## config.mk

```make
export PLATFORM = sky130hd
export DESIGN_NAME = gcd_sequencer
export DESIGN_NICKNAME = d
export VERILOG_FILES = /design/src/rtl/gcd_pkg.sv /design/src/rtl/gcd_seq_timer.sv /design/src/rtl/gcd_sequencer.sv
export SDC_FILE = /design/constraint.sdc
export NUM_CORES = 1
export LEC_CHECK = 0
export BUFFER_PORTS_ARGS = -buffer_cell sky130_fd_sc_hd__buf_4
export CORE_ASPECT_RATIO = 1.25
export CORE_MARGIN = 2
export CORE_UTILIZATION = 53
export CTS_CLUSTER_SIZE = 14
export DETAILED_ROUTE_END_ITERATION = 8
export PLACE_DENSITY = 0.77
export SLEW_MARGIN = 20
export SYNTH_ARGS = -nofsm -noshare
export SYNTH_HDL_FRONTEND = slang
export SYNTH_SLANG_ARGS = --single-unit
```

## constraint.sdc

```tcl
create_clock -name clk -period 1.8 [get_ports clk]
set_input_delay 0.18 -clock clk [delete_from_list [all_inputs] [get_ports clk]]
set_output_delay 0.18 -clock clk [all_outputs]
set_load 0.005 [all_outputs]
```

## src/rtl/gcd_pkg.sv

```systemverilog
// gcd_pkg: shared state encoding, ALU modes and error codes for the GCD sequencer
package gcd_pkg;
  typedef enum logic [3:0] {
    S_IDLE, S_LOAD1, S_LOAD2, S_MOD_START, S_MOD_WAIT, S_MOD_LATCH,
    S_WB_MOD, S_CHECK, S_SHIFT_A, S_SHIFT_B, S_DONE
  } state_t;
  localparam logic [2:0] ALU_MODE_NOP = 3'd0;
  localparam logic [2:0] ALU_MODE_MOD = 3'd4;
  localparam logic [1:0] ERR_NONE = 2'd0;
  localparam logic [1:0] ERR_ITER = 2'd1;
  localparam logic [1:0] ERR_TIMEOUT = 2'd2;
endpackage

```

## src/rtl/gcd_seq_timer.sv

```systemverilog
// gcd_seq_timer: wait counter with clear/enable; tc marks the enabled cycle whose increment reaches LIMIT-1
// Ports: clk, rst; clr zeroes the count; en counts one cycle; tc terminal-count flag.
module gcd_seq_timer #(
  parameter int LIMIT = 64,
  parameter int W = $clog2(LIMIT)
) (
  input  logic clk,
  input  logic rst,
  input  logic clr,
  input  logic en,
  output logic tc
);
  localparam logic [W-1:0] LAST = W'(LIMIT - 2);
  logic [W-1:0] count;
  always_ff @(posedge clk)
    count <= (rst || clr) ? '0 : en ? count + W'(1) : count;
  assign tc = en && count == LAST;
endmodule

```

## src/rtl/gcd_sequencer.sv

```systemverilog
// gcd_sequencer: Euclid GCD datapath controller with iteration limit and modulo-wait timeout
// Ports: cmd_valid_i/cmd_ready_o handshake; done_o, err_o, err_code_o, iter_count_o, busy_o status;
//        dp_start_o, alu_mode_o, modulo_start_o, check/wren/routing strobes to the datapath;
//        modulo_ready_i and valid_i feedback from the datapath.
module gcd_sequencer
  import gcd_pkg::*;
#(
  parameter int MAX_ITER = 24,
  parameter int WAIT_TIMEOUT = 64,
  parameter int ITER_W = 5
) (
  input  logic              clk,
  input  logic              rst,
  input  logic              cmd_valid_i,
  output logic              cmd_ready_o,
  output logic              done_o,
  output logic              err_o,
  output logic [1:0]        err_code_o,
  output logic [ITER_W-1:0] iter_count_o,
  output logic              busy_o,
  output logic              dp_start_o,
  output logic [2:0]        alu_mode_o,
  output logic              modulo_start_o,
  input  logic              modulo_ready_i,
  input  logic              valid_i,
  output logic              check_for_termination_o,
  output logic              wren_erg_modulo_o,
  output logic              wren_zahl_o,
  output logic              wren_to_new_numbers_o,
  output logic              zahl1_to_alu_a_o,
  output logic              zahl2_to_alu_b_o
);
  localparam logic [ITER_W-1:0] ITER_MAX = ITER_W'(MAX_ITER);
  state_t state, state_next;
  logic [ITER_W-1:0] iter, iter_next;
  logic [1:0] err, err_next;
  logic timeout, route_next;
  gcd_seq_timer #(.LIMIT(WAIT_TIMEOUT)) u_timer (
    .clk(clk),
    .rst(rst),
    .clr(state == S_MOD_START),
    .en(state == S_MOD_WAIT),
    .tc(timeout)
  );
  always_comb begin
    state_next = state;
    iter_next = iter;
    err_next = err;
    case (state)
      S_IDLE: if (cmd_valid_i) begin
        state_next = S_LOAD1;
        iter_next = '0;
        err_next = ERR_NONE;
      end
      S_LOAD1: state_next = S_LOAD2;
      S_LOAD2: state_next = S_MOD_START;
      S_MOD_START: state_next = S_MOD_WAIT;
      S_MOD_WAIT: if (modulo_ready_i) state_next = S_MOD_LATCH;
        else if (timeout) begin
          state_next = S_DONE;
          err_next = ERR_TIMEOUT;
        end
      S_MOD_LATCH: state_next = S_WB_MOD;
      S_WB_MOD: begin
        state_next = S_CHECK;
        iter_next = (iter == ITER_MAX) ? iter : iter + ITER_W'(1);
      end
      S_CHECK: if (valid_i) state_next = S_DONE;
        else if (iter == ITER_MAX) begin
          state_next = S_DONE;
          err_next = ERR_ITER;
        end else state_next = S_SHIFT_A;
      S_SHIFT_A: state_next = S_SHIFT_B;
      S_SHIFT_B: state_next = S_MOD_START;
      default: state_next = S_IDLE;
    endcase
  end
  assign route_next = state_next == S_MOD_START || state_next == S_MOD_WAIT;
  always_ff @(posedge clk) begin
    if (rst) begin
      state <= S_IDLE;
      iter <= '0;
      err <= ERR_NONE;
      cmd_ready_o <= 1'b1;
      {done_o, err_o, busy_o, dp_start_o, modulo_start_o, check_for_termination_o} <= '0;
      {wren_erg_modulo_o, wren_zahl_o, wren_to_new_numbers_o, zahl1_to_alu_a_o, zahl2_to_alu_b_o} <= '0;
      alu_mode_o <= ALU_MODE_NOP;
    end else begin
      state <= state_next;
      iter <= iter_next;
      err <= err_next;
      cmd_ready_o <= state_next == S_IDLE;
      busy_o <= state_next != S_IDLE;
      done_o <= state_next == S_DONE;
      err_o <= state_next == S_DONE && err_next != ERR_NONE;
      dp_start_o <= state_next == S_LOAD1 || state_next == S_LOAD2;
      modulo_start_o <= state_next == S_MOD_START;
      check_for_termination_o <= state_next == S_CHECK;
      wren_erg_modulo_o <= state_next == S_WB_MOD;
      wren_zahl_o <= state_next == S_SHIFT_A;
      wren_to_new_numbers_o <= state_next == S_SHIFT_B;
      zahl1_to_alu_a_o <= route_next;
      zahl2_to_alu_b_o <= route_next;
      alu_mode_o <= route_next ? ALU_MODE_MOD : ALU_MODE_NOP;
    end
  end
  assign iter_count_o = iter;
  assign err_code_o = err;
endmodule
```

==> results of run 1 <==
-- timing repair --
action | 4_1_cts | 5_1_grt
gates resized for setup | 0 | 10
hold buffers | 0 | 0
endpoints found under the setup margin | 0 | 13
buffers inserted | 0 | 2
-- area by class of cell --
class                      count  share of cell area (%)
sequential                    28                   33.58
inverter                       7                   1.564
tap                           33                   2.457
multi-input combinational    119                   45.87
clock inverter                 1                   1.787
clock buffer                   3                   1.340
timing repair buffer          30                   13.40
-- power by group --
| part | switching (µW) | internal (µW) | total (µW) |
|---|---|---|---|
| combinational | 122 | 103 | 226 |
| sequential | 26.2 | 647 | 673 |
| clock | 177 | 225 | 403 |
-- Yosys cell counts (3+ instances only) --
master    count
o21a_1        3
dfxtp_1      28
ha_1          4
nor2b_1       3
nor4_1        3
or2_2         3
inv_1         7
and3_1        3
nand2_1       9
nand3_1       3
o22ai_1       3
nor2_1       29
or3_1         3
buf_4         5
a21oi_1       9
clkbuf_1      3
o21ai_0       6
xor2_1        7
-- critical path, cell delays in order (launching register included) --
cell and delay (ns):
dfxtp_2 0.37, inv_2 0.06, ha_4 0.11, nand4b_1 0.23
o31ai_4 0.35, o21ai_2 0.10, or3_1 0.39, a21oi_2 0.12
-- worst max-delay path by stage --
stage | start | endpoint | slack (ns) | depth (start not counted)
2_1_floorplan | iter_count_o[0] | dp_start_o | 0.25 | 7
4_1_cts | state[2] | cmd_ready_o | 0.05 | 4
3_3_place_gp | iter_count_o[0] | dp_start_o | 0.08 | 7
5_1_grt | u_timer.count[0] | alu_mode_o[2] | -0.07 | 7
3_5_place_dp | iter_count_o[0] | dp_start_o | 0.07 | 7
6_report | u_timer.count[0] | alu_mode_o[2] | 0.03 | 7
-- state kept, by name, indices dropped and copies added, names as in the netlist --
name                     count
modulo_start_o               1
check_for_termination_o      1
u_timer.count                6
wren_to_new_numbers_o        1
iter_count_o                 5
done_o                       1
cmd_ready_o                  1
err_code_o                   2
state                        4
busy_o                       1
wren_erg_modulo_o            1
dp_start_o                   1
err_o                        1
wren_zahl_o                  1
alu_mode_o                   1
-- cells by family (layout without fill, tap and decap cells) --
logic type,after synthesis,in the layout
compound gates,34,34
xor+xnor,8,8
fa+ha+maj,4,4
buf+inv,17,41
flops,28,28
mux,2,2
other cells,1,2
simple gates,69,69
-- per-stage QoR --
stage	power (µW)	setup TNS [ns]
detailed placement	892.4	0
global route	1362	-0.07112
global placement	886.6	0
CTS	1296	0
floorplan	824.8	0
finish	1301	0
-- per-layer routing --
metal	vias to the layer above	global-route usage (%)	routed length (µm)
met5	-	0	0
met4	0	6.746	68
met3	10	3.155	232
met2	54	36.00	1501
met1	579	27.96	1292
li1	614	-	-
-- cell usage in the layout (no fill, tap or decap), types with 2 or more instances in the layout --
master	netlist	routed
and3_1	3	3
dfxtp_2	0	3
nor4_1	3	3
inv_1	7	6
o21a_1	3	3
dfxtp_1	28	25
nand4b_1	2	2
nor2b_1	3	3
or2_2	3	3
nor2_1	29	28
conb_1	1	2
o22ai_1	3	2
buf_4	5	30
nand4_1	2	2
o21ai_0	6	6
clkbuf_4	0	3
nand3_1	3	3
ha_1	4	3
or3_1	3	3
nand2b_1	2	2
mux2i_1	2	2
nand2_1	9	9
a31oi_1	2	2
a21oi_1	9	8
xor2_1	7	7
==> results.md, run 1 <==
• critical register-to-register path startpoint: u_timer.count[0]
• xor-xnor portion of the synthesized cell area: 5.077%
• ys flop type: dfxtp_1
• flip-flop and latch count after synthesis: 28
• Leak Pwr: 0.0006950 µW
• cell count after synthesis: 163
• number of nets in the layout: 198
• first-pass iteration count of the detailed router: 4
• register area: 564.3 µm²
• cell type contributing the most total cell area after synthesis: dfxtp_1
• number of synthesized flops with an enable pin: 0
• aggregate global-route resource usage: 21.11%
• number of buffers created by CTS: 3
• cell area after placement: 0.001577 mm²
• crit path capture type: flop
• endpoint of the worst hold-timing path: alu_mode_o[2]
• via count of the first global-routing pass: 1081
• clock sink total: 28
• arrival time of the worst setup path: 2.05 ns
• post-synthesis instance area: 0.001380 mm²
• Cells on Worst Hold Path: 2
• post-synthesis compound-gate area fraction: 17.41%
• ys async rst share: 0%
• fraction of layout instances using a drive strength above 1: 27.66%
• Starting Density: 56.28%
• # placed instances: 215
• worst setup timing slack at the placement stage: 0.07158 ns
• antenna violations before repair: 0
• Port Buffers: 24
• capture point of the worst reg-to-reg path: alu_mode_o[2]
• Syn Area/Cell: 8.467 µm²
• number of filler cells placed in the layout: 218
• largest family of logic cells by synthesized area: simple AND/OR/NAND/NOR gates
• maximum VDD drop: 649.9 µV
• first-pass GRT wire length: 4919 µm
• hold crit path type: input pin to flop
• cell area power density: 774.2 mW/mm²
• Synth cell types: 44
• diode count: 0
• share of synthesized area spent on multiplexers: 1.451%
• level count of the clock H-tree: 1
• TritonCTS clock tree: yes
• yosys warns: 0
• start point of the worst hold path: rst
• final critical path time including I/O delays and setup: 1.773 ns
• final cycle utilization of the critical path: 98.52%
• Longest Clk Path Bufs: 2
• cells taking the most area after synthesis: dfxtp_1, nor2_1, xor2_1
• routed wire length: 3095 µm
• share of synthesized cell area in and, or, nand and nor gates: 25.39%
• sequential element share of the synthesized area: 40.62%
• final setup violation count: 0
• Cell Count, Final, Fillers Out: 221
• number of nets still failing antenna checks after routing: 0
• drt wl/cell: 14.00 µm
• signed area change from the synthesized netlist to the final layout: 21.76%
• Design Area, Final: 0.001680 mm²
• count of standard-cell rows: 20
• setup repair after global routing missed its margin: true
• Critical Path RT: 2.07 ns
• routability congestion estimate: 0.8565
• detailed-route vias per instance: 5.688
• result of the run: finished, final reports clean
• Clock transition at path regs: 0.15 ns
• routed via count: 1257
• die width: 49.64 µm
• half-perimeter wire length after placement: 2218 µm
• pin count of the biggest net entering global routing: 18
• I/O pin count: 27
• CP Max Fanout: 4
• element type at the critical path start: flop
• clock tree root driver cell: clkbuf_4
• placeable core region: 0.002452 mm²
• number of max-cap violations: 0
• DRC violations left: 0
• final max-slew violation count: 0
• Worst R2R Path Depth: 7
• area share of the leading cell type in the synthesized netlist: 40.62%
• area of the die: 0.003031 mm²
• setup skew after layout: 0.006375 ns
• Skew-Pair Late Insertion Delay: 0.32 ns
• footprint of the multi-input gates: 770.7 µm²
• Synth Area in Adders: 3.626%
• Fin. Hold Viols: 0
• hold slack final: 0.1266 ns
• total global routing overflow: 0
• Vert. Die Dim: 61.05 µm
• Fmax achieved: 0.5639 GHz
• setup slack of the critical path after layout: 0.02669 ns
• final core utilization: 68.52%
• Initial DRC Count: 35
• kind of critical path: flop to flop
• worst-case register-to-register setup slack: 0.03 ns
Note: power is estimated with default switching activity, not from simulation.
==> inputs of run 2 (changes only) <==
- ABC_AREA: not set -> 1
- CTS_CLUSTER_DIAMETER: not set -> 200
==> run 2 against run 1 <==
  * Register-to-register slack better by 0.31 ns
  * Clock skew down 0.0029 ns
  * Setup slack better by 0.31 ns
  * Non-clock buffer count down 6
  * Sequential share of layout area up 1.5 points
  * Final cell count up 13%
  * Clock-buffer cell count unchanged
  * Area after synthesis up 0.63%
  * Critical path type unchanged
  * Critical endpoint is now iter_count_o[0]
==> results.md, run 2 <==
• topmost layer with routed signal wires: met4
• sequential element share of the synthesized area: 40.36%, -0.26 points
• Max stage delay on crit path: 0.41 ns, +0.02 ns
• final cycle utilization of the critical path: 81.47%, -17 points
• routed wire length: 2706 µm, -13%
• max FFs per register: 6, unchanged
• slowest stage cell, crit path: dfxtp_1
• met2 layer wire length in the routed design: 1351 µm, -10%
• result of the run: finished, final reports clean
• post-synthesis instance area: 0.001389 mm², +0.63%
• setup slack of the critical path after layout: 0.3336 ns, +0.3069 ns
• Post-Route M1 WL: 1172 µm, -9.3%
• cell type contributing the most total cell area after synthesis: dfxtp_1
• most frequent cells in the layout: nand2_1, dfxtp_1, inv_1, nor2_1, buf_4
• routed via count: 1244, -1.0%
• Port Buffers: 24, unchanged
• Leak Pwr: 0.0008049 µW, +16%
• final max-slew violation count: 0, unchanged
• antenna violations before repair: 0, unchanged
• CP Max Fanout: 7, +3
• cell with the most instances after synthesis: nand2_1
• placeable core region: 0.002452 mm², unchanged
• maximum VDD drop: 485.0 µV, -25%
• Longest Clk Path Bufs: 2, unchanged
• cells taking the most area after synthesis: dfxtp_1, nand2_1, inv_1
• Starting Density: 56.63%, +0.36 points
• ys async rst share: 0%, unchanged
• number of nets still failing antenna checks after routing: 0, unchanged
• total global routing overflow: 0, unchanged
• count of standard-cell rows: 20, unchanged
• half-perimeter wire length after placement: 2198 µm, -0.88%
• first-pass GRT wire length: 4664 µm, -5.2%
• Clock transition at path regs: 0.13 ns, -0.02 ns
• I/O pin count: 27, unchanged
• level count of the clock H-tree: 1, unchanged
• kind of cell with the highest combined delay on the critical path: flip-flops
• # placed instances: 246, +14%
• final sum of negative setup slack: 0 ns, unchanged
• number of filler cells placed in the layout: 242, +11%
• worst path bufs/invs: 3, +2
• drt wl/cell: 10.87 µm, -22%
• number of instances resized during post-cts repair: 0, unchanged
• crit path capture type: flop
• largest register by flop count: u_timer.count
• yosys warns: 0, unchanged
• setup repair after global routing missed its margin: false
• most frequent cells after synthesis: nand2_1, dfxtp_1, inv_1, nor2_1, nand3_1
• clock tree root driver cell: clkbuf_4
• flip-flop and latch count after synthesis: 28, unchanged
• TritonCTS clock tree: yes
• element type at the critical path start: flop
• Post-CTS Hold Buffers: 0, unchanged
• number of synthesized flops with an enable pin: 0, unchanged
• Fin. Hold Viols: 0, unchanged
• via count of the first global-routing pass: 1187, +9.8%
• detailed-route vias per instance: 4.996, -12%
• final critical path time including I/O delays and setup: 1.466 ns, -0.3069 ns
• routability congestion estimate: 0.8455, -1.3%
• Fmax achieved: 0.6819 GHz, +21%
• post-CTS setup repair buffer count: 0, unchanged
• Critical Path RT: 2.03 ns, -0.04 ns
• kind of critical path: flop to flop
• arrival time of the worst setup path: 1.69 ns, -0.36 ns
• hold crit path type: input pin to flop
• area share of the leading cell type in the synthesized netlist: 40.36%, -0.26 points
• diode count: 0, unchanged
• Synth cell types: 28, -36%
• cell count after synthesis: 194, +19%
• die width: 49.79 µm, +0.29%
• most common library cell in the layout ignoring fill and taps: nand2_1
• Syn Area/Cell: 7.159 µm², -15%
• Vert. Die Dim: 61.23 µm, +0.29%
• first-pass iteration count of the detailed router: 4, unchanged
• signed area change from the synthesized netlist to the final layout: 15.04%
• clock sink total: 28, unchanged
• pin count of the biggest net entering global routing: 15, -3
• number of buffers created by CTS: 3, unchanged
• setup skew after layout: 0.003452 ns, -0.002923 ns
• fraction of layout instances using a drive strength above 1: 18.98%, -8.7 points
• power consumption: 1166 µW, -10%
• final setup violation count: 0, unchanged
• cell chain of the critical path: inv_1, ha_1, nand2_1, inv_1, nand2_1, nand2_1, nand2_2, inv_1, a21oi_1, nor2_1
• Met3 Wirelength: 126 µm, -46%
• Initial DRC Count: 31, -11%
• number of nets in the layout: 227, +15%
• number of max-cap violations: 0, unchanged
• aggregate global-route resource usage: 19.96%, -1.1 points
• Skew-Pair Late Insertion Delay: 0.32 ns, about the same
• worst setup timing slack at the placement stage: 0.3905 ns, +0.3189 ns
• cell area power density: 729.9 mW/mm², -5.7%
• area of the die: 0.003048 mm², +0.59%
• DRC violations left: 0, unchanged
• Cell Count, Final, Fillers Out: 249, +13%
• ys flop type: dfxtp_1
run 2: per-stage QoR:
stage          hold WS (ns)  util (%)  cell area, µm²
2_1_floorplan        0.3515         -            1393
3_3_place_gp         0.4224     64.23            1575
3_5_place_dp         0.4241     64.23            1575
4_1_cts             0.07304     65.15            1598
5_1_grt             0.07657     65.15            1598
6_report            0.07856     65.15            1598
run 2: final timing paths:
path	start	endpoint	slack [ns]	depth (start not counted)
setup / recovery	iter_count_o[0]	iter_count_o[0]	0.33	10
hold reg to reg	u_timer.count[2]	u_timer.count[2]	0.50	2
setup reg to reg	iter_count_o[0]	iter_count_o[0]	0.33	10
hold / removal	rst	iter_count_o[4]	0.08	2
run 2: where the power goes:
part / internal, µW / switching (µW)
clock network: 78.5 / 168
logic: 94.6 / 147
registers: 653 / 25.7
run 2: per-layer routing:
layer	vias up	global-route usage (%)
met1	560	22.27
met2	38	37.52
li1	640	-
met5	-	0
met4	0	10.71
met3	6	2.427
run 2: cell type report:
type / count / area [µm²] / area share (%)
inverters: 29 / 108.9 / 6.813
multi-input cells: 132 / 684.4 / 42.83
repair buffers: 24 / 180.2 / 11.28
well taps: 33 / 41.29 / 2.584
clock buffers: 3 / 22.52 / 1.410
flip-flops and latches: 28 / 560.5 / 35.08
run 2: logic make-up after synthesis:
| logic type | share of synthesized area (%) |
|---|---|
| XOR/XNOR | 3.153 |
| buffers and inverters | 10.63 |
| other | 0.2700 |
| adder cells (fa/ha/maj) | 3.604 |
| AO/OA/AOI/OAI | 7.117 |
| AND/OR/NAND/NOR | 34.87 |
| flip-flops | 40.36 |
